## src/rtl/raster_pkg.sv

```systemverilog
// Shared types and constants for the raster scan generator.
// Holds the FSM state enum, scan-order modes and coordinate width default.
package raster_pkg;

    localparam int COORD_W_DEF = 4;
    localparam int FRAME_W_DEF = 8;

    typedef enum logic {
        IDLE = 1'b0,
        SCAN = 1'b1
    } state_t;

    localparam logic RASTER = 1'b0;
    localparam logic SERP   = 1'b1;

    // x counts down only on odd rows of a serpentine scan
    function automatic logic x_counts_up(logic mode, logic odd_row);
        return !(mode == SERP && odd_row);
    endfunction

endpackage

```

## src/rtl/scan_axis_cnt.sv

```systemverilog
// Loadable up/down axis counter with end-of-axis compare.
// at_end_o compares against limit when counting up and zero when counting down.
module scan_axis_cnt
    import raster_pkg::*;
#(
    parameter int COORD_W = COORD_W_DEF
) (
    input  logic               clk,
    input  logic               reset,
    input  logic               load_i,
    input  logic [COORD_W-1:0] load_val_i,
    input  logic               step_i,
    input  logic               up_i,
    input  logic [COORD_W-1:0] limit_i,
    output logic [COORD_W-1:0] cnt_o,
    output logic               at_end_o
);

    logic [COORD_W-1:0] cnt_q;
    logic [COORD_W-1:0] cnt_d;

    // next count: load wins over a step
    always_comb begin
        cnt_d = cnt_q;
        if (load_i) begin
            cnt_d = load_val_i;
        end else if (step_i) begin
            if (up_i) begin
                cnt_d = cnt_q + COORD_W'(1);
            end else begin
                cnt_d = cnt_q - COORD_W'(1);
            end
        end
    end

    // count register
    always_ff @(posedge clk or posedge reset) begin
        if (reset) begin
            cnt_q <= '0;
        end else begin
            cnt_q <= cnt_d;
        end
    end

    assign cnt_o    = cnt_q;
    assign at_end_o = up_i ? (cnt_q == limit_i) : (cnt_q == '0);

endmodule

```

## src/rtl/raster_scan_gen.sv

```systemverilog
// Frame coordinate generator: raster or serpentine walk with valid/ready.
// Single-shot or continuous frames; frame counter wraps silently.
module raster_scan_gen
    import raster_pkg::*;
#(
    parameter int COORD_W = COORD_W_DEF,
    parameter int FRAME_W = FRAME_W_DEF
) (
    input  logic               clk,
    input  logic               reset,
    input  logic               start,
    input  logic               stop,
    input  logic [COORD_W-1:0] x_last,
    input  logic [COORD_W-1:0] y_last,
    input  logic               serp,
    input  logic               cont,
    input  logic               ready,
    output logic               valid,
    output logic [COORD_W-1:0] x,
    output logic [COORD_W-1:0] y,
    output logic               sof,
    output logic               eol,
    output logic               eof,
    output logic               busy,
    output logic               done,
    output logic [FRAME_W-1:0] frame_cnt
);

    state_t             state_q, state_d;
    logic [COORD_W-1:0] xl_q, xl_d;
    logic [COORD_W-1:0] yl_q, yl_d;
    logic               serp_q, serp_d;
    logic               cont_q, cont_d;
    logic [FRAME_W-1:0] frame_q, frame_d;
    logic               done_q, done_d;

    logic               x_load, x_step, x_up, x_end;
    logic               y_load, y_step, y_end;
    logic [COORD_W-1:0] x_cnt, y_cnt;
    logic               hs;
    logic               at_eof;

    assign x_up   = x_counts_up(serp_q, y_cnt[0]);
    assign hs     = (state_q == SCAN) && ready;
    assign at_eof = x_end && y_end;

    scan_axis_cnt #(.COORD_W(COORD_W)) u_x (
        .clk        (clk),
        .reset      (reset),
        .load_i     (x_load),
        .load_val_i ('0),
        .step_i     (x_step),
        .up_i       (x_up),
        .limit_i    (xl_q),
        .cnt_o      (x_cnt),
        .at_end_o   (x_end)
    );

    scan_axis_cnt #(.COORD_W(COORD_W)) u_y (
        .clk        (clk),
        .reset      (reset),
        .load_i     (y_load),
        .load_val_i ('0),
        .step_i     (y_step),
        .up_i       (1'b1),
        .limit_i    (yl_q),
        .cnt_o      (y_cnt),
        .at_end_o   (y_end)
    );

    // next state, config latch, counter controls and frame bookkeeping
    always_comb begin
        state_d = state_q;
        xl_d    = xl_q;
        yl_d    = yl_q;
        serp_d  = serp_q;
        cont_d  = cont_q;
        frame_d = frame_q;
        done_d  = 1'b0;
        x_load  = 1'b0;
        x_step  = 1'b0;
        y_load  = 1'b0;
        y_step  = 1'b0;
        unique case (state_q)
            IDLE: begin
                if (start) begin
                    xl_d    = x_last;
                    yl_d    = y_last;
                    serp_d  = serp;
                    cont_d  = cont;
                    x_load  = 1'b1;
                    y_load  = 1'b1;
                    state_d = SCAN;
                end
            end
            SCAN: begin
                if (stop) begin
                    state_d = IDLE;
                end else if (hs) begin
                    if (at_eof) begin
                        frame_d = frame_q + FRAME_W'(1);
                        x_load  = 1'b1;
                        y_load  = 1'b1;
                        if (!cont_q) begin
                            state_d = IDLE;
                            done_d  = 1'b1;
                        end
                    end else if (x_end) begin
                        y_step = 1'b1;
                        // serpentine keeps x: row end is next row's start
                        x_load = (serp_q == RASTER);
                    end else begin
                        x_step = 1'b1;
                    end
                end
            end
            default: begin
                state_d = IDLE;
            end
        endcase
    end

    // state, configuration and status registers
    always_ff @(posedge clk or posedge reset) begin
        if (reset) begin
            state_q <= IDLE;
            xl_q    <= '0;
            yl_q    <= '0;
            serp_q  <= 1'b0;
            cont_q  <= 1'b0;
            frame_q <= '0;
            done_q  <= 1'b0;
        end else begin
            state_q <= state_d;
            xl_q    <= xl_d;
            yl_q    <= yl_d;
            serp_q  <= serp_d;
            cont_q  <= cont_d;
            frame_q <= frame_d;
            done_q  <= done_d;
        end
    end

    assign valid     = (state_q == SCAN);
    assign busy      = (state_q == SCAN);
    assign x         = x_cnt;
    assign y         = y_cnt;
    assign sof       = valid && (x_cnt == '0) && (y_cnt == '0);
    assign eol       = valid && x_end;
    assign eof       = valid && at_eof;
    assign done      = done_q;
    assign frame_cnt = frame_q;

endmodule

```

## config.mk

```make
export PLATFORM = sky130hd
export DESIGN_NAME = raster_scan_gen
export DESIGN_NICKNAME = d
export VERILOG_FILES = /design/src/rtl/raster_pkg.sv /design/src/rtl/scan_axis_cnt.sv /design/src/rtl/raster_scan_gen.sv
export SDC_FILE = /design/constraint.sdc
export NUM_CORES = 1
export LEC_CHECK = 0
export ABC_AREA = 1
export CORE_ASPECT_RATIO = 0.75
export CORE_UTILIZATION = 44
export CTS_CLUSTER_SIZE = 12
export DETAILED_ROUTE_END_ITERATION = 10
export PLACE_DENSITY = 0.67
export SETUP_SLACK_MARGIN = 0.05
export SLEW_MARGIN = 20
export SYNTH_ARGS = -nofsm -noshare
export SYNTH_HDL_FRONTEND = slang
export SYNTH_HIERARCHICAL = 1
export SYNTH_SLANG_ARGS = --single-unit
```

## constraint.sdc

```tcl
create_clock -name clk -period 6.3 [get_ports clk]
set_clock_uncertainty 0.15 [all_clocks]
set_input_delay 1.575 -clock clk [delete_from_list [all_inputs] [get_ports clk]]
set_output_delay 1.575 -clock clk [all_outputs]
set_load 0.1 [all_outputs]
```

==> results of run 1 <==
-- path summary, 6_finish.rpt --
path	from	end	slack [ns]	cells after the start
setup reg to reg	u_y/cnt_o[0]	u_y/cnt_o[2]	3.90	12
setup / recovery	u_y/cnt_o[0]	eof	1.78	7
hold / removal	cont_q	cont_q	0.37	2
min in group asynchronous	reset	u_x/cnt_o[3]	1.39	2
hold reg to reg	cont_q	cont_q	0.37	2
max in group asynchronous	reset	frame_cnt[6]	3.88	2
-- kinds of logic (layout without fill, tap and decap cells) --
logic type	Yosys count	in the layout	share of synthesized area, %
simple gates	123	123	30.0
buf+inv	34	71	8.28
flops	28	28	39.6
compound gates	19	19	6.23
mux	8	8	5.73
fa+ha+maj	7	7	5.80
xor+xnor	7	7	3.89
other cells	2	11	0.425
-- final cells by class --
class                   count  area, um^2  share of cell area, %
multi-input cells         175         955                   42.4
flip-flops and latches     28         701                   31.1
repair buffers             36         360                   16.0
inverters                  31         116                   5.17
well taps                  52        65.1                   2.89
clock buffers               4        55.1                   2.44
-- placed cells by master, fill, tap and decap left out, types with 2 or more instances in the layout --
cell type	instances
nand2_1	72
clkdlybuf4s50_1	36
inv_1	30
dfrtp_1	28
nand3_1	19
nor2_1	19
conb_1	11
o21ai_0	8
a22oi_1	6
mux2_2	5
ha_1	5
a21oi_1	4
clkbuf_8	4
xor2_1	4
mux2_4	3
nand4_1	2
xnor2_1	2
nor3_1	2
or2_0	2
fa_1	2
-- routing by layer --
| metal | GRT usage, % | part of all wire [%] | up-vias |
|---|---|---|---|
| met5 | 0 | 0 | - |
| met4 | 2.38 | 0.49 | 0 |
| met3 | 5.03 | 5.8 | 2 |
| met2 | 27.3 | 41 | 42 |
| met1 | 30.6 | 53 | 701 |
| li1 | - | - | 802 |
-- power groups by stage --
stage               Combinational, W  Sequential (W)  Clock (W)
floorplan                   0.000183        0.000423          0
global placement            0.000428        0.000274          0
detailed placement          0.000428        0.000275          0
CTS                         0.000429        0.000271   0.000118
global route                0.000465        0.000279   0.000125
finish                      0.000430        0.000270   0.000112
-- worst min-delay path: cells and delay by family (launching register included) --
| kind | cells | cell delay (ns) |
|---|---|---|
| compound gates | 1 | 0.11 |
| buf+inv | 1 | 0.05 |
| flops | 1 | 0.33 |
-- state kept, by name, indices dropped and copies added, names as in the netlist --
name / cells
xl_q: 4
cont_q: 1
u_y/cnt_o: 4
frame_cnt: 8
done: 1
u_x/cnt_o: 4
yl_q: 4
busy: 1
serp_q: 1
-- metrics by stage --
stage	hold slack [ns]	cell area (um^2)	util, %
2_1_floorplan	0.331	1800	-
3_3_place_gp	0.351	2200	58.5
3_5_place_dp	0.356	2200	58.5
4_1_cts	0.377	2250	60.0
5_1_grt	0.401	2250	60.0
6_report	0.372	2250	60.0
==> flow_summary_export.csv, run 1 <==
group,metric,value,unit
cts,clockBufferDepth,2,
sta,fmax,0.221,GHz
setup_path,critPathBufInv,2,
run,drv_cap,0,
setup_path,critPathMaxFanout,10,
power,p_sw,0.000409,W
power,total_power,0.000812,W
routing,num_vias,1547,
layout,fin_cells,326,
sta,period_needed,4.52,ns
sta,setup_ws,1.78,ns
cts,postCtsSetupBuffers,0,
setup_path,crit_arrival,2.80,ns
global_route,grt_max_degree,21,
sta,rsz0062_at_grt,"false",
setup_path,path_class,"reg2out",
run_status,outcome,"finished, final reports clean",
cts,cts_sinks,28,
layout,final_nets,297,
sta,fin_crit_sh,71.8,%
synth,synth-seq-cells,28,
placed_design,dp_slack,2.07,ns
setup_path,crit_slowest_cell,"clkdlybuf4s50_1",
global_route,grt_pass1_wl,6380,um
cts,htree_levels,1,
synth,synthTopCellsByArea,"dfrtp_1 (40%), nand2_1 (15%), inv_1 (6.4%), nand3_1 (5.4%), nor2_1 (4.0%)",
synth,yosysMostFrequentCell,"nand2_1",
layout,n_fill_cell,353,
placed_design,placed_cells,322,
synth,avgSynthCellArea,7.75,um^2
synth,synth_common_cells,"nand2_1 (72), inv_1 (30), dfrtp_1 (28), nand3_1 (19), nor2_1 (19)",
die,fp.dieH,56.9,um
setup_path,endpoint_kind,"output pin",
layout,diodes,0,
cts,cts_tree,"built",
power,clock_power_share,13.8,%
worst_hold_path,hold_class,"reg2reg",
power,cellPowerDensity,361,nW/um^2
sta,tightest_slew,0.967,ns
sta,drv_slew,0,
routing,drc,0,
routing,finalWirelength,3690,um
placed_design,hpwl,2810,um
synth,synthCells,228,
global_route,grt_usage,19.5,%
sta,slew_headroom,35.3,%
synth,synth_warnings,6,
cts,clk_latency,0.27,ns
power,peakVddDrop,0.346,mV
cts,clk_pin_slew,0.09,ns
cts,cts-root-buf,"clkbuf_8",
synth,synth_cell_types,30,
synth,ys.flop_type,"dfrtp_1",
cts,hold_buffers,0,
global_route,antenna_found_initial,0,
layout,syn_to_final_growth,27.4,%
synth,synth_edf_count,0,
synth,synth_top_area_share,39.6,%
routing,antenna_left,0,
setup_path,cpLargestDelayFamily,"buffers and inverters",
die,rows,19,
synth,ys_async_sr_fraction,100,%
routing,drt-vias-per-instance,4.75,
setup_path,path_cells,"nand2_1, inv_1, nand3_1, nand2_1, nand2_2, nor2_1, clkdlybuf4s50_1",
placed_design,routabilityCongestion,0.747,
power,pwr-share-comb,52.9,%
power,pwr-share-seq,33.3,%
power,swShare,50.3,%
sta,hold_viol,0,
power,p_int,0.000403,W
routing,routedWlPerCell,11.3,um
placed_design,numPortBuffers,36,
synth,synth_largest_area_cell,"dfrtp_1",
sta,setup-violations-final,0,
die,start_util,47.1,%
cts,cts-buffers-inserted,3,
power,p_leak,1.15,nW
global_route,grt_pass1_vias,1362,
sta,finalSetupTns,0,ns
setup_path,crit_top_cell,"nand2_1",
synth,syn_area,1770,um^2
setup_path,crit_path_start_kind,"register",
die,die_area,4280,um^2
cts,post_cts_resized,0,
die,core-area,3760,um^2
setup_path,max_stage_delay,1.16,ns
synth,ys_seq_area_share,39.6,%
die,die_w,75.2,um
global_route,overflow,0,
routing,drtIter0Drc,95,
setup_path,worstPathRequired,4.58,ns
die,io_pins,37,
routing,drtPass1Iterations,4,
layout,drive_above_1_share,6.93,%
(Power assumes the default switching activity.)
==> inputs of run 2 (changes only) <==
clock period = 4.4 ns   (was 6.3 ns; I/O delays follow)
==> flow_summary_export.csv, run 2 (same netlist as run 1, synthesis figures left out) <==
group,metric,value,unit
setup_path,rr_endpoint,"u_x/cnt_o[2]",
setup_path,crit_arrival,2.05,ns
global_route,grt_usage,19.5,%
sta,hold_viol,0,
setup_path,crit_path_start_kind,"register",
layout,final_util,59.6,%
power,peakVddDrop,0.366,mV
routing,drtPass1Iterations,4,
layout,layout_common_cells,"nand2_1 (72), clkdlybuf4s50_1 (33), inv_1 (30)",
routing,drc,0,
global_route,grt_pass1_wl,6380,um
cts,hold_buffers,0,
layout,diodes,0,
cts,cts-buffers-inserted,3,
sta,drv_slew,0,
routing,drt-vias-per-instance,4.72,
setup_path,crit_slowest_cell,"clkdlybuf4s50_1",
routing,drtIter0Drc,103,
cts,cts-root-buf,"clkbuf_8",
setup_path,max_stage_delay,1.21,ns
global_route,antenna_found_initial,0,
placed_design,hpwl,2880,um
setup_path,reg2reg_slack,1.94,ns
run_status,outcome,"finished, final reports clean",
die,io_pins,37,
layout,final_nets,297,
sta,rsz0062_at_grt,"false",
placed_design,routabilityCongestion,0.799,
setup_path,reg2reg_depth,11,
setup_path,path_class,"reg2out",
global_route,grt_pass1_vias,1396,
routing,num_vias,1535,
setup_path,critPathBufInv,1,
die,rows,19,
layout,syn_to_final_growth,26.5,%
cts,cts_tree,"built",
placed_design,dp_slack,1.38,ns
setup_path,endpoint_kind,"output pin",
setup_path,cpLargestDelayFamily,"buffers and inverters",
placed_design,numPortBuffers,36,
cts,cts_sinks,28,
sta,fin_crit_sh,74.9,%
sta,setup_ws,1.10,ns
sta,period_needed,3.30,ns
cts,postCtsSetupBuffers,0,
sta,slew_headroom,35.3,%
cts,post_cts_resized,0,
cts,htree_levels,1,
power,p_leak,1.15,nW
global_route,overflow,0,
power,cellPowerDensity,509,nW/um^2
layout,n_fill_cell,378,
setup_path,worstPathRequired,3.15,ns
layout,largest_reg_flops,8,
cts,clk_pin_slew,0.08,ns
setup_path,r2r_start,"u_y/cnt_o[0]",
setup_path,startpoint,"u_y/cnt_o[0]",
sta,tightest_slew,0.968,ns
worst_hold_path,hold_class,"reg2reg",
setup_path,path_depth,1,
sta,fmax,0.303,GHz
die,die_area,4280,um^2
setup_path,path_cells,"clkdlybuf4s50_1",
setup_path,critPathMaxFanout,10,
sta,setup-violations-final,0,
setup_path,cp-endpoint,"y[0]",
cts,clockBufferDepth,2,
die,fp.dieH,56.9,um
layout,drive_above_1_share,8.06,%
cts,clk_latency,0.27,ns
layout,final_common_cell,"nand2_1",
die,core-area,3760,um^2
die,start_util,47.1,%
global_route,grt_max_degree,21,
worst_hold_path,worstHoldStart,"cont_q",
routing,finalWirelength,3710,um
routing,routedWlPerCell,11.4,um
sta,finalSetupTns,0,ns
run,drv_cap,0,
die,die_w,75.2,um
routing,antenna_left,0,
run 2: worst reg2reg max path, cell delays in order (launching register included):
cell	delay, ns
dfrtp_1	0.57
nand2_1	0.16
inv_1	0.19
nand3_1	0.11
nand2_1	0.17
nand2_2	0.10
inv_1	0.06
nand2_1	0.15
nand3_1	0.28
nor2_1	0.15
a22oi_1	0.16
o21ai_0	0.10
run 2: per-stage QoR:
| stage | total power (W) | hold WS [ns] | cells | area, um^2 |
|---|---|---|---|---|
| floorplan | 0.000869 | 0.331 | 237 | 1810 |
| global placement | 0.00101 | 0.348 | 322 | 2200 |
| detailed placement | 0.00101 | 0.361 | 322 | 2200 |
| CTS | 0.00115 | 0.378 | 325 | 2240 |
| global route | 0.00123 | 0.413 | 325 | 2240 |
| finish | 0.00114 | 0.377 | 325 | 2240 |
run 2: power breakdown:
group / total [W] / switching, W / internal (W) / leakage, nW
clock: 0.000135 / 0.0000735 / 0.0000614 / 0.0216
combinational: 0.000616 / 0.000428 / 0.000188 / 0.779
sequential: 0.000389 / 0.0000798 / 0.000309 / 0.346
total: 0.00114 / 0.000581 / 0.000559 / 1.15
run 2: layer usage:
metal,share of wire (%),global-route usage [%],vias up
met3,3.5,4.31,0
met2,42,27.7,32
met1,54,30.6,699
met5,0,0,-
met4,0,3.17,0
li1,-,-,804
run 2: layout make-up:
cell class,instances,area [um^2],area share (%)
clock buffers,3,41.3,1.85
inverters,31,116,5.20
multi-input cells,175,961,43.0
flip-flops and latches,28,701,31.3
well taps,52,65.1,2.91
repair buffers,36,353,15.8
run 2: worst min path at each step:
stage | cells after the start | end | slack [ns]
2_1_floorplan | 2 | cont_q | 0.33
3_3_place_gp | 2 | cont_q | 0.35
3_5_place_dp | 2 | cont_q | 0.36
4_1_cts | 2 | cont_q | 0.38
5_1_grt | 1 | xl_q[3] | 0.41
6_report | 2 | cont_q | 0.38
